[src/rtl/alu_seq.sv]
// Sequential 16-bit ALU: one-cycle EXEC path, optional 16-step shift-add MUL path.
// Define ALU_SEQ_MUL_EN to compile in the multiplier and the MUL state.
module alu_seq (
  input  logic        clk,
  input  logic        rst,
  input  logic        start,
  input  logic [2:0]  op,
  input  logic [15:0] a,
  input  logic [15:0] b,
  output logic        busy,
  output logic        done,
  output logic [15:0] write,
  output logic        rw,
  output logic        zero,
  output logic        carry,
  output logic        ovf
);

  localparam int unsigned W  = 16;
  localparam int unsigned OW = 3;

  localparam logic [OW-1:0] OP_ADD = 3'd0;
  localparam logic [OW-1:0] OP_SUB = 3'd1;
  localparam logic [OW-1:0] OP_AND = 3'd2;
  localparam logic [OW-1:0] OP_OR  = 3'd3;
  localparam logic [OW-1:0] OP_XOR = 3'd4;
  localparam logic [OW-1:0] OP_SHL = 3'd5;
  localparam logic [OW-1:0] OP_SHR = 3'd6;
  localparam logic [OW-1:0] OP_MUL = 3'd7;

  typedef enum logic [1:0] {
    S_IDLE = 2'd0,
    S_EXEC = 2'd1,
    S_MUL  = 2'd2,
    S_DONE = 2'd3
  } state_t;

  state_t state, state_nx;

  logic [OW-1:0] op_r;
  logic [W-1:0]  a_r;
  logic [W-1:0]  b_r;

  logic          accept;
  logic          mul_last;

  assign accept = (state == S_IDLE) && start;

  // Operand capture on acceptance; held for the whole operation
  always_ff @(posedge clk) begin
    if (rst) begin
      op_r <= '0;
      a_r  <= '0;
      b_r  <= '0;
    end else if (accept) begin
      op_r <= op;
      a_r  <= a;
      b_r  <= b;
    end
  end

`ifdef ALU_SEQ_MUL_EN
  logic [2*W-1:0] acc;
  logic [2*W-1:0] mcand;
  logic [2*W-1:0] acc_step;
  logic [W-1:0]   mplier;
  logic [3:0]     cnt;

  // One shift-add step: add the shifted multiplicand when the current multiplier bit is set
  assign acc_step = mplier[0] ? (acc + mcand) : acc;
  assign mul_last = (cnt == 4'd15);

  always_ff @(posedge clk) begin
    if (rst) begin
      acc    <= '0;
      mcand  <= '0;
      mplier <= '0;
      cnt    <= '0;
    end else if (accept) begin
      acc    <= '0;
      mcand  <= {{W{1'b0}}, a};
      mplier <= b;
      cnt    <= '0;
    end else if (state == S_MUL) begin
      acc    <= acc_step;
      mcand  <= mcand << 1;
      mplier <= mplier >> 1;
      cnt    <= cnt + 4'd1;
    end
  end
`else
  assign mul_last = 1'b0;
`endif

  // Single-cycle ALU on the captured operands
  logic [W-1:0] alu_res;
  logic         alu_c;
  logic         alu_v;
  logic [W:0]   sum_w;
  logic [W:0]   sh_w;

  always_comb begin
    alu_res = '0;
    alu_c   = 1'b0;
    alu_v   = 1'b0;
    sum_w   = '0;
    sh_w    = '0;
    case (op_r)
      OP_ADD: begin
        sum_w   = {1'b0, a_r} + {1'b0, b_r};
        alu_res = sum_w[W-1:0];
        alu_c   = sum_w[W];
        alu_v   = (a_r[W-1] == b_r[W-1]) && (alu_res[W-1] != a_r[W-1]);
      end
      OP_SUB: begin
        sum_w   = {1'b0, a_r} - {1'b0, b_r};
        alu_res = sum_w[W-1:0];
        alu_c   = sum_w[W];
        alu_v   = (a_r[W-1] != b_r[W-1]) && (alu_res[W-1] != a_r[W-1]);
      end
      OP_AND: alu_res = a_r & b_r;
      OP_OR:  alu_res = a_r | b_r;
      OP_XOR: alu_res = a_r ^ b_r;
      // The extra bit beside the word catches the last bit shifted out
      OP_SHL: begin
        sh_w    = {1'b0, a_r} << b_r[3:0];
        alu_res = sh_w[W-1:0];
        alu_c   = sh_w[W];
      end
      OP_SHR: begin
        sh_w    = {a_r, 1'b0} >> b_r[3:0];
        alu_res = sh_w[W:1];
        alu_c   = sh_w[0];
      end
      default: begin
        alu_res = '0;
        alu_c   = 1'b0;
        alu_v   = 1'b0;
      end
    endcase
  end

  // State register
  always_ff @(posedge clk) begin
    if (rst) state <= S_IDLE;
    else     state <= state_nx;
  end

  // Next-state logic
  always_comb begin
    state_nx = state;
    case (state)
      S_IDLE: begin
        if (start) begin
`ifdef ALU_SEQ_MUL_EN
          state_nx = (op == OP_MUL) ? S_MUL : S_EXEC;
`else
          state_nx = S_EXEC;
`endif
        end
      end
      S_EXEC:  state_nx = S_DONE;
      S_MUL:   state_nx = mul_last ? S_DONE : S_MUL;
      S_DONE:  state_nx = S_IDLE;
      default: state_nx = S_IDLE;
    endcase
  end

  // Output next-values, derived from the state being entered
  logic         busy_d;
  logic         done_d;
  logic         load_d;
  logic [W-1:0] res_d;
  logic         c_d;
  logic         v_d;

  always_comb begin
    busy_d = (state_nx != S_IDLE);
    done_d = (state_nx == S_DONE);
    load_d = (state_nx == S_DONE);
    res_d  = alu_res;
    c_d    = alu_c;
    v_d    = alu_v;
`ifdef ALU_SEQ_MUL_EN
    if (state == S_MUL) begin
      res_d = acc_step[W-1:0];
      c_d   = |acc_step[2*W-1:W];
      v_d   = 1'b0;
    end
`endif
  end

  // Registered outputs; result and flags load only on entry to DONE
  always_ff @(posedge clk) begin
    if (rst) begin
      busy  <= 1'b0;
      done  <= 1'b0;
      rw    <= 1'b0;
      write <= '0;
      zero  <= 1'b0;
      carry <= 1'b0;
      ovf   <= 1'b0;
    end else begin
      busy <= busy_d;
      done <= done_d;
      rw   <= done_d;
      if (load_d) begin
        write <= res_d;
        zero  <= (res_d == '0);
        carry <= c_d;
        ovf   <= v_d;
      end
    end
  end

endmodule
[config.mk]
export PLATFORM = sky130hd
export DESIGN_NAME = alu_seq
export DESIGN_NICKNAME = d
export VERILOG_FILES = /design/src/rtl/alu_seq.sv
export SDC_FILE = /design/constraint.sdc
export NUM_CORES = 1
export LEC_CHECK = 0
export BUFFER_PORTS_ARGS = -buffer_cell sky130_fd_sc_hd__buf_2
export CORE_AREA = 3 3 131 133
export DETAILED_ROUTE_END_ITERATION = 10
export DIE_AREA = 0 0 134 136
export PLACE_DENSITY = 0.58
export SLEW_MARGIN = 20
export SYNTH_ARGS = -nofsm -noshare
export SYNTH_HDL_FRONTEND = slang
export SYNTH_SLANG_ARGS = --single-unit
[constraint.sdc]
create_clock -name clk -period 3 [get_ports clk]
set_input_delay 0.6 -clock clk [delete_from_list [all_inputs] [get_ports clk]]
set_output_delay 0.6 -clock clk [all_outputs]
set_load 0.05 [all_outputs]
==> results of run 1 <==
[worst paths after layout]
kind / startpoint / to / slack (ns) / cells past startpoint
setup / recovery: b_r[1] / zero / -0.08 / 10
hold / removal: ovf / ovf / 0.46 / 1
setup reg to reg: b_r[1] / zero / -0.08 / 10
hold reg to reg: ovf / ovf / 0.46 / 1
[registers in the layout, summed over array words and instances (netlist names)]
signal / count
a_r: 16
b_r: 16
busy: 1
carry: 1
op_r: 3
ovf: 1
rw: 1
state: 2
write: 16
zero: 1
[Yosys cell counts (all sizes together), types with 6 or more instances]
library cell / n
nor3: 18
inv: 52
o21ai: 34
or2: 6
a222oi: 7
buf: 28
mux2: 13
a31oi: 10
a21oi: 78
a211oi: 19
nor2b: 10
nand2: 122
dfxtp: 58
clkbuf: 32
o211ai: 8
nand3: 15
nand2b: 14
mux4: 10
a221oi: 10
mux2i: 27
nor2: 68
ha: 55
[stage by stage]
| step | setup WS, ns | hold slack, ns |
|---|---|---|
| after global routing | -0.1725 | 0.4949 |
| final | -0.08170 | 0.4616 |
| after CTS | -0.04509 | 0.4682 |
| after detailed placement | -0.3034 | 0.4561 |
| after floorplan | 0.001224 | 0.4530 |
| after global placement | -0.2363 | 0.4554 |
[report_power, final]
group	internal, mW	switching [mW]	leakage [nW]
logic	1.81	2.72	2.66
registers	0.982	0.161	0.477
clock network	0.631	0.357	0.145
[cell type report]
cell class,instances,share of cell area [%]
Multi-Input combinational cell,640,58.71
Clock inverter,6,0.7510
Sequential cell,58,14.88
Tap cell,216,3.452
Timing Repair Buffer,190,16.79
Clock buffer,9,2.876
Inverter,52,2.541
[routing by layer]
| metal | vias up | GRT usage (%) |
|---|---|---|
| li1 | 3235 | - |
| met1 | 3078 | 36.63 |
| met2 | 368 | 37.70 |
| met3 | 69 | 6.255 |
| met4 | 0 | 8.971 |
| met5 | - | 0 |
[cell families (layout without fill, tap and decap cells)]
family,count (synthesis),in the layout,share of synthesized area (%)
simple gates,290,290,22.51
compound gates,240,240,27.22
buf+inv,112,257,8.020
flops,58,58,19.18
fa+ha+maj,57,57,12.03
mux,50,50,10.60
xor+xnor,3,3,0.4341
[repair_timing]
action | CTS | global route
setup endpoints to repair | 1 | 7
pin swaps | 8 | 11
resized for setup | 15 | 26
setup buffers | 1 | 4
hold endpoints to repair | 0 | 0
==> impl_metrics.toml, run 1 <==
[run_status]
status = "finished, violations left"
violations = "setup timing"

[job]
max_cap_viol_count = 0

[timing]
fin_crit_ns = 3.082
setup_viol = 1
setup-tns-final_ns = -0.08170
skew_ns = 0.004914
fin_crit_sh_pct = 102.7
finalMaxSlewViolations = 0
rsz0062_at_grt = "true"
slew_headroom_pct = 60.94
fmax_mhz = 324.5
worst_pin_slew_ns = 0.5851
layout_setup_ws_ns = -0.08170
hold_violations = 0

[clocking]
cts-root-buf = "clkbuf_16"
cts_buffer_depth = 2
cts_tree = "built"
cts_buffers = 9
cts_sinks = 58
clk_latency_ns = 0.34
clk_pin_slew_ns = 0.05
htreeDepth = 3
cts.hold.buffers_added = 0

[finish]
nNetsFinal = 1046
area_growth_pct = 29.35
fill_cells = 1637
antennaDiodeCount = 0
final_common_cell = "buf_4"
final_layout_size_suffix_gt1_share_pct = 29.63
final_cell_mix = "127 x buf_4, 122 x nand2_1, 76 x a21oi_1"
finish.instance_area_sq_um = 7830
final_core_util_pct = 49.11
register_area_sq_um = 1165
instances_no_fill = 1171
multi_input_area_sq_um = 4597

[detailed_routing]
top_layer = "met4"
ant_nets = 0
m1WireLength_microns = 10600
wire_per_inst_microns = 20.19
drt_iter0_drc = 818
drcViolationCount = 0
vias = 6750
route.met2.wl_microns = 9940
wl_microns = 23640
dr_wl_met3_microns = 2253
drt-pass1-iter-count = 6
routed_via_density = 5.764

[power]
ir_worst_vdd_uv = 442.7
power_density_nw_per_um2 = 850.9
power_mw = 6.663
leakage_nw = 3.280

[synthesis]
synthArstFlopShare_pct = 0
synth_edf_count = 0
synthFlopType = "dfxtp_1"
syn-num-nets = 905
synth_top_area_share_pct = 19.18
syn_area_sq_um = 6053
synthCells = 810
synth.area.top_cells = "dfxtp_1 19%, ha_1 11%, nand2_1 7.6%"
ys_warn_count = 0
yosysUniqueCellTypes = 78
synth_top_area_cell = "dfxtp_1"
avgSynthCellArea_sq_um = 7.473
ys_ff_latch = 58
yosysSeqAreaShare_pct = 19.18

[global_route]
grt_pass1_wl_microns = 36170
grt_overflow = 0
grt_antenna_before_repair = 0
grt_usage_pct = 25.70
grt_max_degree = 55
grt_pass1_vias = 6380

[critical_path]
startpoint_type = "flip-flop"
worstSetupEndpointType = "flip-flop"
path_class = "flip-flop to flip-flop"
cp_top_family = "simple AND/OR/NAND/NOR gates"
crit_path_max_fanout = 15
critPathSlowestCell = "nor3b_1"
cpPeakStageDelay_ns = 0.42
arrival_ns = 3.37
critical_path.cell_chain = "buf_6 > buf_4 > mux2_2 > o22ai_1 > nor3_1 > nor3b_1 > nor4b_2 > nand4_1 > nor4_2 > a22o_1"
path_buf_inv = 2
required_ns = 3.28

[placement]
gp_congestion = 0.9983
dpl-instance-area_sq_um = 7330
dpl.hpwl_microns = 18840
portBuffers = 59
dp.cells = 1151

[die]
die_w_microns = 134
core_area_sq_um = 15940
num_rows = 46
start_util_pct = 37.97
die-area_sq_um = 18220
boundaryPins = 60
die_y_microns = 136

[min_path]
hold_class = "flip-flop to flip-flop"
Note: power is estimated with default switching activity, not from simulation.
==> run 2, diff against run 1 <==
--- a/config.mk
+++ b/config.mk
@@ -6,9 +6,9 @@
 export NUM_CORES = 1
 export LEC_CHECK = 0
 export BUFFER_PORTS_ARGS = -buffer_cell sky130_fd_sc_hd__buf_2
-export CORE_AREA = 3 3 131 133
+export CORE_AREA = 2 2 130 132
 export DETAILED_ROUTE_END_ITERATION = 10
-export DIE_AREA = 0 0 134 136
+export DIE_AREA = 0 0 132 134
 export PLACE_DENSITY = 0.58
 export SLEW_MARGIN = 20
 export SYNTH_ARGS = -nofsm -noshare
==> impl_metrics.toml, run 2 (same netlist as run 1, synthesis figures left out) <==
[detailed_routing]
vias = 6713
drt_iter0_drc = 881
routed_via_density = 5.807
drt-pass1-iter-count = 9
drcViolationCount = 0
ant_nets = 0
wl_microns = 22980
wire_per_inst_microns = 19.88

[timing]
setup_viol = 1
finalMaxSlewViolations = 0
layout_setup_ws_ns = -0.02378
worst_pin_slew_ns = 0.7770
rsz0062_at_grt = "true"
fin_crit_ns = 3.024
setup-tns-final_ns = -0.02378
fin_crit_sh_pct = 100.8
fin_hold_ws_ns = 0.4670
skew_ns = 0.009544
hold_violations = 0
fmax_mhz = 330.7
slew_headroom_pct = 48.20

[min_path]
hold_class = "flip-flop to flip-flop"

[global_route]
grt_pass1_wl_microns = 35590
grt_pass1_vias = 6286
grt_antenna_before_repair = 0
grt_max_degree = 55
busiest_layer = "met2"
use_met2_pct = 39.64
grtUsageMet3_pct = 6.916
grt_usage_pct = 26.05
grt_overflow = 0
use_met1_pct = 35.92

[placement]
gp_congestion = 1.045
dpl-instance-area_sq_um = 7207
portBuffers = 59
place_ws_ns = -0.1453
dpl.hpwl_microns = 18070

[finish]
reg_top3 = "a_r: 16 flops, b_r: 16 flops, write: 16 flops"
nNetsFinal = 1027
final_cell_mix = "122 x nand2_1, 110 x buf_4, 78 x a21oi_1"
finish.instance_area_sq_um = 7627
area_growth_pct = 26.00
fill_cells = 1687
antennaDiodeCount = 0
final_common_cell = "nand2_1"
final_layout_size_suffix_gt1_share_pct = 26.50

[power]
leakage_nw = 3.160
ir_worst_vdd_uv = 356.6
power_density_nw_per_um2 = 848.4
power_mw = 6.471

[critical_path]
worstSetupEndpointType = "flip-flop"
required_ns = 3.29
crit_path_max_fanout = 50
arrival_ns = 3.32
path_class = "flip-flop to flip-flop"
startpoint_type = "flip-flop"

[run_status]
violations = "setup timing"
status = "finished, violations left"

[die]
die_w_microns = 132
start_util_pct = 37.16
die-area_sq_um = 17690
core_area_sq_um = 16290
die_y_microns = 134
boundaryPins = 60
num_rows = 47

[clocking]
htreeDepth = 3
cts_tree = "built"
clk_latency_ns = 0.35
clk_pin_slew_ns = 0.05
cts_sinks = 58
cts_buffers = 9
cts_buffer_depth = 2
cts-root-buf = "clkbuf_16"
cts.hold.buffers_added = 0

[job]
max_cap_viol_count = 0
==> run 2: where the power goes <==
group / internal, mW / total, mW / switching (mW) / leakage (nW)
registers: 0.981 / 1.13 / 0.150 / 0.477
logic: 1.68 / 4.30 / 2.61 / 2.54
clock network: 0.656 / 1.04 / 0.385 / 0.140
==> run 2: path summary, 6_finish.rpt <==
path | from | endpoint | slack [ns] | cells after the start
max reg2reg | b_r[1] | zero | -0.02 | 12
max | b_r[1] | zero | -0.02 | 12
min reg2reg | write[10] | write[10] | 0.47 | 2
min | write[10] | write[10] | 0.47 | 2
==> run 2: metrics by stage <==
| step | utilization, % | instances |
|---|---|---|
| 3_3_place_gp | 44.24 | 1138 |
| 4_1_cts | 46.45 | 1156 |
| 3_5_place_dp | 44.24 | 1138 |
| 5_1_grt | 46.82 | 1156 |
| 6_report | 46.82 | 1156 |
| 2_1_floorplan | - | 810 |
==> run 2: metal layers <==
layer | vias to the layer above | part of all wire, %
met4 | 0 | 2.9
met5 | - | 0
met3 | 67 | 9.1
li1 | 3181 | -
met2 | 369 | 43
met1 | 3096 | 45
==> run 2: what timing repair did <==
| item | in CTS | in global routing |
|---|---|---|
| gates resized for setup | 9 | 15 |
| pin swaps | 10 | 0 |
| setup endpoints to repair | 1 | 4 |
| setup buffers | 3 | 0 |
==> run 2: worst max-delay path, cell delays in order (launching register included) <==
cell     delay, ns
dfxtp_4       0.37
buf_12        0.24
mux2i_2       0.34
buf_4         0.16
mux2i_1       0.09
mux2i_2       0.27
nor2_1        0.09
nor3b_1       0.38
buf_4         0.18
nor4b_1       0.22
nand4_1       0.17
nor4_2        0.27
a22o_1        0.15
==> run 2: area by class of cell <==
type                    instances  area [sq um]  share of cell area (%)
multi-input cells             640          4532                   59.42
flip-flops and latches         58          1166                   15.29
repair buffers                171          1161                   15.22
well taps                     220         275.3                   3.609
clock buffers                  10         239.0                   3.133
inverters                      52         198.9                   2.608
clock inverters                 5         55.05                  0.7218
==> run 3, diff against run 2 <==
--- a/config.mk
+++ b/config.mk
@@ -5,8 +5,10 @@
 export SDC_FILE = /design/constraint.sdc
 export NUM_CORES = 1
 export LEC_CHECK = 0
+export ABC_AREA = 1
 export BUFFER_PORTS_ARGS = -buffer_cell sky130_fd_sc_hd__buf_2
 export CORE_AREA = 2 2 130 132
+export CTS_BUF_LIST = sky130_fd_sc_hd__clkbuf_8
 export DETAILED_ROUTE_END_ITERATION = 10
 export DIE_AREA = 0 0 132 134
 export PLACE_DENSITY = 0.58
==> constraint.sdc (replaced) <==
create_clock -name clk -period 2.48 [get_ports clk]
set_input_delay 0.496 -clock clk [delete_from_list [all_inputs] [get_ports clk]]
set_output_delay 0.496 -clock clk [all_outputs]
set_load 0.05 [all_outputs]
==> impl_metrics.toml, run 3 <==
[synthesis]
synth.area.top_cells = "dfxtp_1 19%, nand2_1 18%, nand3_1 13%"
yosysMostFrequentCell = "nand2_1"
synth_common_cells = "289 x nand2_1, 159 x nand3_1, 126 x inv_1, 107 x nor2_1, 79 x a21oi_1"
yosysUniqueCellTypes = 38
ys_ff_latch = 58
synthCells = 1064
synth_top_area_cell = "dfxtp_1"
synthFlopType = "dfxtp_1"
synth_edf_count = 0
synthArstFlopShare_pct = 0
avgSynthCellArea_sq_um = 5.754
ys_warn_count = 0
yosysSeqAreaShare_pct = 18.97
syn-num-nets = 1159
syn_area_sq_um = 6122
synth_top_area_share_pct = 18.97

[job]
max_cap_viol_count = 0

[critical_path]
path_class = "flip-flop to flip-flop"
path_common_cell = "nand3_1"
cpPeakStageDelay_ns = 0.38
worstSetupEndpointType = "flip-flop"
cp_top_family = "simple AND/OR/NAND/NOR gates"
critPathSlowestCell = "dfxtp_2"
startpoint_type = "flip-flop"
critical_path.cell_chain = "ha_1 > inv_1 > fa_2 > inv_2 > nand3_1 > nand2_2 > nand2_1 > nand3_1 > a21oi_1 > o21ai_0 > nand3_1 > buf_4 > buf_4 > o21ai_0 > inv_1"
crit_start = "b_r[0]"
path_buf_inv = 5
required_ns = 2.77
crit_path_max_fanout = 4
arrival_ns = 2.62
r2r-start = "b_r[0]"

[timing]
fmax_mhz = 429.6
fin_crit_sh_pct = 93.87
finalMaxSlewViolations = 0
hold_violations = 0
slew_headroom_pct = 58.77
layout_setup_ws_ns = 0.1520
fin_crit_ns = 2.328
worst_pin_slew_ns = 0.6161
skew_ns = 0.01865
setup_viol = 0

[detailed_routing]
ant_nets = 0
vias = 7233
wire_per_inst_microns = 16.12
wl_microns = 22490
drt-pass1-iter-count = 6
routed_via_density = 5.185
drt_iter0_drc = 634
drcViolationCount = 0

[finish]
fill_cells = 1811
final_common_cell = "nand2_1"
nNetsFinal = 1265
final_cell_mix = "285 x nand2_1, 157 x nand3_1, 124 x inv_1"
antennaDiodeCount = 0
multi_input_area_sq_um = 4308
area_growth_pct = 21.77
register_area_sq_um = 1166
final_core_util_pct = 45.76
final_layout_size_suffix_gt1_share_pct = 18.04
reg_top3 = "a_r: 16 flops, b_r: 16 flops, write: 16 flops"
finish.instance_area_sq_um = 7455

[global_route]
grt_usage_pct = 25.62
grt_antenna_before_repair = 0
grt_overflow = 0
grt_pass1_vias = 6810
grt_max_degree = 38
grt_pass1_wl_microns = 35440

[power]
p_sw_share_pct = 49.70
comb_power_share_pct = 63.1
p_clk_share_pct = 18.0
p_int_mw = 3.238
leakage_nw = 3.845
power_density_nw_per_um2 = 863.5
ir_worst_vdd_uv = 516.5
seqPwrFrac_pct = 18.9
p_sw_mw = 3.199
power_mw = 6.437

[die]
boundaryPins = 60
core_area_sq_um = 16290
die_w_microns = 132
start_util_pct = 37.58
die-area_sq_um = 17690
die_y_microns = 134
num_rows = 47

[min_path]
hp-start = "b[10]"
hold_class = "input pin to flip-flop"

[placement]
dpl.hpwl_microns = 17950
dpl-instance-area_sq_um = 7092
portBuffers = 59
gp_congestion = 1.043
place_ws_ns = -0.1461

[clocking]
htreeDepth = 3
cts_sinks = 58
clk_pin_slew_ns = 0.09
cts-root-buf = "clkbuf_8"
cts_buffers = 9
cts_buffer_depth = 2
cts_tree = "built"
cts.hold.buffers_added = 0
clk_latency_ns = 0.40

[run_status]
status = "finished clean"
[run 3: final timing paths]
kind / endpoint / slack, ns / cells past startpoint
worst max-delay path: write[8] / 0.15 / 15
worst min-delay path: b_r[10] / 0.36 / 3
worst max register to register: write[8] / 0.15 / 15
worst min register to register: carry / 0.47 / 2
[run 3: kinds of logic (layout without fill, tap and decap cells)]
family / count (synthesis) / in the layout / synth area share (%)
flip-flops: 58 / 58 / 18.97
AO/OA/AOI/OAI: 167 / 167 / 14.49
adder cells (fa/ha/maj): 57 / 57 / 11.89
buffers and inverters: 180 / 291 / 12.24
AND/OR/NAND/NOR: 599 / 599 / 41.98
XOR/XNOR: 3 / 3 / 0.4293
[run 3: cell type report]
type | instances | share of cell area (%)
inverter | 132 | 6.680
timing repair buffer | 143 | 12.86
sequential | 58 | 15.64
tap | 220 | 3.693
clock inverter | 7 | 1.678
multi-input combinational | 826 | 57.79
clock buffer | 9 | 1.662
[run 3: per-layer routing]
layer | track usage [%] | wire length [microns]
met5 | 0 | 0
met1 | 33.73 | 10270
met2 | 39.70 | 9716
met3 | 5.404 | 1624
met4 | 12.86 | 878
[run 3: power by group through the flow]
| stage | Combinational [mW] | Sequential (mW) | Clock, mW |
|---|---|---|---|
| 6_report | 4.06 | 1.22 | 1.16 |
| 4_1_cts | 3.90 | 1.22 | 1.18 |
| 3_5_place_dp | 3.88 | 1.24 | 0 |
| 5_1_grt | 4.49 | 1.25 | 1.21 |
| 3_3_place_gp | 3.88 | 1.23 | 0 |
| 2_1_floorplan | 2.22 | 1.51 | 0 |
[run 3: metrics by stage]
step	cells	hold WS [ns]	setup TNS [ns]
finish	1395	0.3648	0
global route	1395	0.4030	-0.01587
CTS	1394	0.3609	0
detailed placement	1378	0.4635	-0.2907
global placement	1378	0.4585	-0.2912
floorplan	1064	0.4740	0
[run 3: timing repair]
| item | 4_1_cts | 5_1_grt |
|---|---|---|
| resized for setup | 3 | 31 |
| setup endpoints to repair | 6 | 10 |
| pin swaps | 0 | 1 |
| buffers inserted | 0 | 1 |
[run 3: worst min-delay path, cell delays in order]
cell     delay (ns)
buf_2          0.07
o21ai_0        0.07
a21oi_1        0.10
